--- config.mk ---
export PLATFORM = sky130hd
export DESIGN_NAME = counter_sequencer
export DESIGN_NICKNAME = d
export VERILOG_FILES = /design/src/rtl/counter_seq_pkg.sv /design/src/rtl/rate_divider.sv /design/src/rtl/counter_sequencer.sv
export SDC_FILE = /design/constraint.sdc
export NUM_CORES = 1
export LEC_CHECK = 0
export BUFFER_PORTS_ARGS = -buffer_cell sky130_fd_sc_hd__buf_2
export CAP_MARGIN = 20
export CORE_ASPECT_RATIO = 1.2
export CORE_MARGIN = 2
export CORE_UTILIZATION = 44
export CTS_CLUSTER_DIAMETER = 80
export DETAILED_ROUTE_END_ITERATION = 12
export PLACE_DENSITY_LB_ADDON = 0.08
export SLEW_MARGIN = 20
export SYNTH_ARGS = -nofsm -noshare
export SYNTH_HDL_FRONTEND = slang
export SYNTH_HIERARCHICAL = 1
export SYNTH_SLANG_ARGS = --single-unit
--- constraint.sdc ---
create_clock -name Clock -period 3.5 [get_ports Clock]
set_input_delay 0.35 -clock Clock [delete_from_list [all_inputs] [get_ports Clock]]
set_output_delay 0.35 -clock Clock [all_outputs]
set_load 0.03 [all_outputs]
--- src/rtl/counter_seq_pkg.sv ---
// Shared types and helpers for the counter sequencer: FSM state encoding,
// rate-select codes and the Speed-to-period mapping.
package counter_seq_pkg;

  typedef enum logic [1:0] {
    IDLE  = 2'b00,
    RUN   = 2'b01,
    PAUSE = 2'b10,
    DONE  = 2'b11
  } state_t;

  localparam logic [1:0] SPEED_EVERY = 2'b00;
  localparam logic [1:0] SPEED_1X    = 2'b01;
  localparam logic [1:0] SPEED_2X    = 2'b10;
  localparam logic [1:0] SPEED_4X    = 2'b11;

  // Number of clock cycles between enable strobes for a given rate select.
  function automatic int period(input logic [1:0] speed, input int clock_hz);
    int result;
    case (speed)
      SPEED_EVERY: result = 1;
      SPEED_1X:    result = clock_hz;
      SPEED_2X:    result = 2 * clock_hz;
      default:     result = 4 * clock_hz;
    endcase
    return result;
  endfunction

endpackage

--- src/rtl/rate_divider.sv ---
// Loadable down-counter that flags when it has reached zero; load wins over
// decrement and the count parks at zero rather than wrapping.
module rate_divider #(
  parameter int DIV_W = 28
) (
  input  logic             Clock,
  input  logic             Reset,
  input  logic             load,
  input  logic [DIV_W-1:0] load_value,
  input  logic             enable,
  output logic             terminal
);

  logic [DIV_W-1:0] count;

  always_ff @(posedge Clock or negedge Reset) begin
    if (!Reset) begin
      count <= '0;
    end else if (load) begin
      count <= load_value;
    end else if (enable && (count != '0)) begin
      count <= count - DIV_W'(1);
    end
  end

  assign terminal = (count == '0);

endmodule

--- src/rtl/counter_sequencer.sv ---
// Sequences an external enable-driven up-counter: rate-divided increment
// strobes, run/pause/done control and terminal-count wrap or one-shot halt.
module counter_sequencer
  import counter_seq_pkg::*;
#(
  parameter int CLOCK_HZ = 50000000,
  parameter int WIDTH    = 8,
  parameter int DIV_W    = 28
) (
  input  logic             Clock,
  input  logic             Reset,
  input  logic             Start,
  input  logic             Stop,
  input  logic             Clear,
  input  logic [1:0]       Speed,
  input  logic             Mode,
  input  logic [WIDTH-1:0] Limit,
  input  logic [WIDTH-1:0] CounterValue,
  output logic             CounterEnable,
  output logic             CounterClear,
  output logic             Running,
  output logic             Done
);

  state_t           state;
  state_t           next_state;
  logic [1:0]       speed_q;
  logic             running_q;
  logic             done_q;
  logic             speed_change;
  logic             at_limit;
  logic             tick;
  logic             div_terminal;
  logic             div_load;
  logic             div_enable;
  logic [DIV_W-1:0] reload_value;

  assign speed_change = (speed_q != Speed);
  assign at_limit     = (CounterValue == Limit);
  assign reload_value = DIV_W'(period(Speed, CLOCK_HZ) - 1);

  // Any command this cycle pre-empts the tick, so Stop and Clear never race an enable.
  assign tick = Reset && (state == RUN) && div_terminal && !speed_change && !Clear && !Stop;

  assign div_load   = Clear || ((state != RUN) && (next_state == RUN)) || tick || speed_change;
  assign div_enable = (state == RUN);

  rate_divider #(
    .DIV_W(DIV_W)
  ) u_rate_divider (
    .Clock     (Clock),
    .Reset     (Reset),
    .load      (div_load),
    .load_value(reload_value),
    .enable    (div_enable),
    .terminal  (div_terminal)
  );

  always_ff @(posedge Clock or negedge Reset) begin
    if (!Reset) begin
      state     <= IDLE;
      speed_q   <= SPEED_EVERY;
      running_q <= 1'b0;
      done_q    <= 1'b0;
    end else begin
      state     <= next_state;
      speed_q   <= Speed;
      running_q <= (next_state == RUN);
      done_q    <= (next_state == DONE);
    end
  end

  always_comb begin
    next_state = state;
    if (Clear) begin
      next_state = IDLE;
    end else begin
      case (state)
        IDLE, PAUSE: if (Start && !Stop) next_state = RUN;
        RUN: begin
          if (Stop) next_state = PAUSE;
          else if (tick && at_limit && Mode) next_state = DONE;
        end
        DONE:    next_state = DONE;
        default: next_state = IDLE;
      endcase
    end
  end

  always_comb begin
    CounterEnable = tick && !at_limit;
    CounterClear  = Reset && ((tick && at_limit && !Mode) || Clear);
  end

  assign Running = running_q;
  assign Done    = done_q;

endmodule

==> results by group, run 1 <==
Worst setup path
  • Worst-path fanout max: 37
  • Critical-path top delay cell: inv_2
  • Crit-path max cell delay: 0.46 ns
  • Worst EP arrival: 3.22 ns
  • R2R Setup Slk: 0.46 ns
  • Crit path cell chain: inv_1 > ha_1 > nor3b_1 > and4_1 > and3_1 > and4b_1 > o21ai_0 > nand4_1 > buf_4 > inv_2 > o21ai_0 > o22a_1
  • CP Data Required Time: 3.68 ns
  • CP delay by family, top: simple AND/OR/NAND/NOR gates
  • Worst Path Class, Setup: reg2reg
  • R2r startpoint: u_rate_divider/count[1]$_DFFE_PN0P_
  • Critical Path End Type: register
  • Startpoint types: register
  • Most frequent CP cell: o21ai_0
  • FF-to-FF End: u_rate_divider/count[3]$_DFFE_PN0P_
  • Worst reg-to-reg path cell count: 12
  • Critical path buffers and inverters: 3

Floorplanning
  • Horiz. Die Dim: 70.1 um
  • Initial Utilization: 46.1%
  • Die area: 0.00585 mm^2
  • Num ports: 28
  • Core area: 0.00501 mm^2
  • Site row count: 28
  • Die H: 83.4 um

Clock tree
  • Clock-pin slew on the worst setup and hold paths: 0.07 ns
  • # H-tree levels: 2
  • CTS tree: done
  • Total CTS buffers: 5
  • Sink Count: 34
  • Clk_lat worst skew: 0.29 ns
  • Setup bufs post-CTS: 0
  • Clk root buf: clkbuf_8
  • Resized cells post-CTS: 0
  • Post-cts hold buffer count: 0
  • CTS max path bufs: 2

Global routing
  • First-pass GRT wire length: 9770 um
  • Vias in the first global route: 2014
  • Initial antenna violation count: 0
  • Largest net degree at the start of global routing: 38
  • GR Util All Layers: 20.5%
  • Grt ovf: 0

Power and ir drop
  • Max VDD drop: 189 uV
  • Clk pwr share: 32.2%
  • Pint: 0.655 mW
  • Power per cell area: 354 mW/mm^2
  • Seq pwr share: 50.9%
  • Leak pwr: 1.07 nW
  • Combinational Power Share: 16.9%
  • Switching share of power: 29.7%
  • Switching power of the nets: 0.277 mW

Place
  • Final RePlAce weighted congestion: 0.860
  • Port buffer count: 27
  • HPWL after DPL: 4090 um
  • Placed cell areas: 0.00254 mm^2
  • Placed Cells: 351

Timing
  • Final Hold Vio Count: 0
  • Crit path time final: 3.04 ns
  • Max Transition Viols Final: 0
  • Clock skew: 0.00922 ns
  • Worst-margin pin slew: 0.593 ns
  • Slew margin rel.: 60.4%
  • Total negative slack: 0 ns
  • Final Setup Violations: 0
  • Tcrit/Tclk final: 87.0%
  • Fmax achieved: 329 MHz
  • Unrepaired setup endpoints after global routing: no

Worst hold path
  • Hold crit path type: in2async

Synth
  • Mean Syn Cell Area: 8.72 um^2
  • Synth Warn #: 6
  • Number of synthesized register bits: 34
  • Cell variety after synth: 46
  • Post-synth top area share: 36.8%
  • Post-synthesis cell area: 0.00231 mm^2
  • Synth area leaders: dfrtp_1 37%, xnor2_1 4.9%, or4_1 4.2%
  • Post-synth EDFFs: 0
  • Seq/Total Area, Yosys: 36.8%
  • Synth area leader: dfrtp_1
  • Syn Inst Count: 265
  • Synth Flop Type: dfrtp_1
  • Most common cell in the synthesized netlist: dfrtp_1
  • Asr flop ratio synth: 100%
  • Synth top cells by count: 34 x dfrtp_1, 24 x nand2_1, 21 x nor2_1, 16 x o21ai_0, 15 x a31oi_1

Final layout
  • Design area: 0.00263 mm^2
  • Nets: 329
  • Layout cells sized above 1: 19.1%
  • Layout area overhead: 13.9%
  • Non-Filler Instances: 359
  • Antenna cell count: 0

Routing
  • Vias per cell: 5.81
  • Post-Route WL: 5630 um
  • Final ANT Viol Nets: 0
  • Vias: 2087
  • Router iterations before antenna repair: 4
  • DR iter-0 viols: 185
  • DRC: 0
  • Routed wire per std cell: 15.7 um

Status
  • Status: completed

Job
  • Max cap viols: 0
registers in the layout (all words and copies together), names as in the netlist:
register / count
u_rate_divider/count: 28
speed_q: 2
state: 2
Done: 1
Running: 1
metal layers:
layer  wire [um]  global-route usage [%]  part of all wire (%)
met1        2660                    27.5                    47
met2        2720                    33.9                    48
met3         191                    3.52                   3.4
met4          67                    5.77                   1.2
met5           0                       0                     0
cell families after synthesis:
group	share of synthesized area (%)
simple gates	33.1
compound gates	15.4
flops	36.8
buf+inv	3.52
xor+xnor	7.21
fa+ha+maj	3.79
other cells	0.162
cell type report:
type,count,area [um^2]
Clock inverter,1,5.00
Sequential cell,34,851
Inverter,11,41.3
Timing Repair Buffer,34,188
Multi-Input combinational cell,212,1390
Clock buffer,7,86.3
Fill cell,476,2380
Tap cell,60,75.1
layout by cell type, fill, tap and decap left out, types with 2 or more instances in the layout:
master,count
a31oi_1,15
and2_1,3
and3_1,2
and4_1,2
and4b_1,2
buf_2,27
buf_4,7
clkbuf_8,6
conb_1,3
dfrtp_1,34
ha_1,7
inv_1,10
nand2_1,24
nand2b_1,2
nand3_1,11
nand4_1,10
nand4bb_1,2
nor2_1,21
nor3_1,6
nor3b_1,3
nor4_1,8
o211ai_1,8
o21ai_0,16
o31ai_1,6
or2_2,3
or3_1,9
or3_2,2
or3_4,2
or4_1,13
or4_2,4
xnor2_1,13
power by group through the flow:
stage                     registers (mW)  logic (mW)  clock network, mW
after floorplan                    0.469       0.104                  0
after detailed placement           0.481       0.157                  0
after CTS                          0.473       0.158              0.311
after global placement             0.480       0.155                  0
after global routing               0.482       0.178              0.331
final                              0.475       0.157              0.300
worst max-delay path by stage:
stage               cells after the start                                    to                                start  slack, ns
global route                           12   u_rate_divider/count[3]$_DFFE_PN0P_  u_rate_divider/count[0]$_DFFE_PN0P_       0.25
detailed placement                     12   u_rate_divider/count[3]$_DFFE_PN0P_  u_rate_divider/count[0]$_DFFE_PN0P_       0.49
finish                                 12   u_rate_divider/count[3]$_DFFE_PN0P_  u_rate_divider/count[1]$_DFFE_PN0P_       0.46
floorplan                              11  u_rate_divider/count[22]$_DFFE_PN0P_  u_rate_divider/count[4]$_DFFE_PN0P_       0.87
global placement                       12   u_rate_divider/count[3]$_DFFE_PN0P_  u_rate_divider/count[1]$_DFFE_PN0P_       0.56
CTS                                    12   u_rate_divider/count[3]$_DFFE_PN0P_  u_rate_divider/count[0]$_DFFE_PN0P_       0.48
stage by stage:
step	hold WS, ns	utilization [%]	setup WS [ns]	power (mW)
after detailed placement	0.466	50.7	0.487	0.637
after CTS	0.146	52.5	0.477	0.942
after global placement	0.462	50.7	0.562	0.636
after global routing	0.177	52.5	0.247	0.991
final	0.139	52.5	0.456	0.932
after floorplan	0.0544	-	0.865	0.573
No activity file was read; power rests on OpenSTA's default activity.
==> run 2: changes to the inputs <==
--- a/config.mk
+++ b/config.mk
@@ -9,9 +9,10 @@
 export CAP_MARGIN = 20
 export CORE_ASPECT_RATIO = 1.2
 export CORE_MARGIN = 2
-export CORE_UTILIZATION = 44
+export CORE_UTILIZATION = 58
 export CTS_CLUSTER_DIAMETER = 80
 export DETAILED_ROUTE_END_ITERATION = 12
+export GPL_TIMING_DRIVEN = 1
 export PLACE_DENSITY_LB_ADDON = 0.08
 export SLEW_MARGIN = 20
 export SYNTH_ARGS = -nofsm -noshare
==> results by group, run 2 (same netlist as run 1, synthesis figures left out) <==
Floorplanning
  • Core area: 0.00388 mm^2
  • Die H: 73.1 um
  • Num ports: 28
  • Site row count: 25
  • Initial Utilization: 59.5%
  • Horiz. Die Dim: 61.6 um
  • Die area: 0.00450 mm^2

Final layout
  • Antenna cell count: 0
  • Layout cells sized above 1: 18.3%
  • Layout area overhead: 12.6%
  • Largest register FFs: 28
  • Non-Filler Instances: 349
  • Nets: 327
  • Design area: 0.00260 mm^2
  • Biggest regs: u_rate_divider/count: 28 flops, speed_q: 2 flops, state: 2 flops
  • Final Core Density: 67.0%
  • Most common cell after layout, fill and taps aside: dfrtp_1
  • Largest Register: u_rate_divider/count
  • Most frequent cells in the layout: 34 x dfrtp_1, 27 x buf_2, 24 x nand2_1, 21 x nor2_1, 16 x o21ai_0

Timing
  • Unrepaired setup endpoints after global routing: no
  • Final Setup Violations: 0
  • Slew margin rel.: 62.2%
  • Total negative slack: 0 ns
  • Final Hold Vio Count: 0
  • Crit path time final: 2.92 ns
  • Tcrit/Tclk final: 83.5%
  • Worst-margin pin slew: 0.562 ns
  • Fmax achieved: 342 MHz
  • Clock skew: 0.00177 ns
  • Max Transition Viols Final: 0

Clock tree
  • Resized cells post-CTS: 0
  • Sink Count: 34
  • Total CTS buffers: 5
  • Clk_lat worst skew: 0.28 ns
  • CTS tree: done
  • # H-tree levels: 2
  • Setup bufs post-CTS: 0
  • Post-cts hold buffer count: 0
  • Clk root buf: clkbuf_8
  • Clock-pin slew on the worst setup and hold paths: 0.07 ns
  • CTS max path bufs: 2

Place
  • Port buffer count: 27
  • HPWL after DPL: 4190 um
  • Placed Cells: 343
  • Placed cell areas: 0.00252 mm^2
  • Final RePlAce weighted congestion: 0.897

Worst setup path
  • Worst-path fanout max: 37
  • R2R Setup Slk: 0.58 ns
  • Startpoint types: register
  • Worst setup path endpoint: u_rate_divider/count[3]$_DFFE_PN0P_
  • FF-to-FF End: u_rate_divider/count[3]$_DFFE_PN0P_
  • Most frequent CP cell: o21ai_0
  • Crit path cell chain: inv_1 > ha_1 > nor3b_1 > and4_1 > and3_1 > and4b_1 > o21ai_0 > nand4_1 > buf_4 > inv_2 > o21ai_0 > o22a_1
  • Worst Setup SP: u_rate_divider/count[1]$_DFFE_PN0P_
  • Critical Path End Type: register
  • Worst Path Class, Setup: reg2reg
  • R2r startpoint: u_rate_divider/count[1]$_DFFE_PN0P_
  • Critical-path top delay cell: inv_2
  • Worst reg-to-reg path cell count: 12
  • Crit-path max cell delay: 0.43 ns
  • Worst EP arrival: 3.09 ns
  • CP Data Required Time: 3.67 ns

Routing
  • Router iterations before antenna repair: 4
  • Post-Route WL: 5640 um
  • DRC: 0
  • Final ANT Viol Nets: 0
  • Vias: 2172
  • DR iter-0 viols: 161
  • Vias per cell: 6.22
  • Routed wire per std cell: 16.2 um

Power and ir drop
  • Combinational Power Share: 17.1%
  • Max VDD drop: 284 uV
  • Switching share of power: 29.4%
  • Switching power of the nets: 0.270 mW
  • Leak pwr: 1.05 nW
  • Clk pwr share: 31.1%
  • Pint: 0.648 mW
  • Seq pwr share: 51.8%
  • Power per cell area: 353 mW/mm^2

Global routing
  • Vias in the first global route: 2055
  • Grt ovf: 0
  • GR Util All Layers: 28.5%
  • Initial antenna violation count: 0
  • Largest net degree at the start of global routing: 38
  • First-pass GRT wire length: 9740 um

Worst hold path
  • Hold crit path type: in2async

Job
  • Max cap viols: 0

Status
  • Status: completed
==> run 2: changes by cell type in the layout (fill, tap and decap cells not counted), sizes merged <==
cell    change
clkbuf      -1
clkinv      -1
buf         -2
==> run 2: how the worst min path moves through the flow <==
| stage | from | end | slack, ns |
|---|---|---|---|
| final | Reset | u_rate_divider/count[15]$_DFFE_PN0P_ | 0.15 |
| after global routing | Reset | u_rate_divider/count[15]$_DFFE_PN0P_ | 0.19 |
| after global placement | Reset | u_rate_divider/count[9]$_DFFE_PN0P_ | 0.48 |
| after detailed placement | Reset | u_rate_divider/count[9]$_DFFE_PN0P_ | 0.47 |
| after floorplan | Reset | Done$_DFF_PN0_ | 0.05 |
| after CTS | Reset | u_rate_divider/count[3]$_DFFE_PN0P_ | 0.17 |
==> run 2: cell type report <==
cell class / instances / area [um^2]
inverter: 11 / 41.3
tap: 54 / 67.6
fill: 356 / 1280
multi-input combinational: 212 / 1390
timing repair buffer: 32 / 173
clock buffer: 6 / 82.6
sequential: 34 / 851
==> run 2: worst max-delay path: cells and delay by family, from the launching register on <==
family          cells  cell delay (ns)
compound gates      3             0.56
fa+ha+maj           1             0.20
buf+inv             3             0.72
flops               1             0.38
simple gates        5             0.93
==> run 2: per-stage QoR <==
step	hold WS [ns]	total power [mW]	worst slack, ns
2_1_floorplan	0.0544	0.573	0.865
3_3_place_gp	0.477	0.635	0.746
3_5_place_dp	0.468	0.639	0.639
4_1_cts	0.165	0.925	0.621
5_1_grt	0.186	0.976	0.305
6_report	0.151	0.918	0.577
==> run 2: power by group through the flow <==
| stage | clock, mW | sequential [mW] | combinational, mW |
|---|---|---|---|
| after detailed placement | 0 | 0.482 | 0.157 |
| after global routing | 0.313 | 0.482 | 0.180 |
| after floorplan | 0 | 0.469 | 0.104 |
| after CTS | 0.292 | 0.475 | 0.158 |
| after global placement | 0 | 0.480 | 0.154 |
| final | 0.286 | 0.476 | 0.157 |
==> run 2: routing by layer <==
metal	routed length (um)	up-vias	share of wire (%)	global-route usage, %
li1	-	1057	-	-
met1	2390	1036	42	38.1
met2	2800	67	50	46.5
met3	297	12	5.3	4.96
met4	146	0	2.6	8.51
met5	0	-	0	0
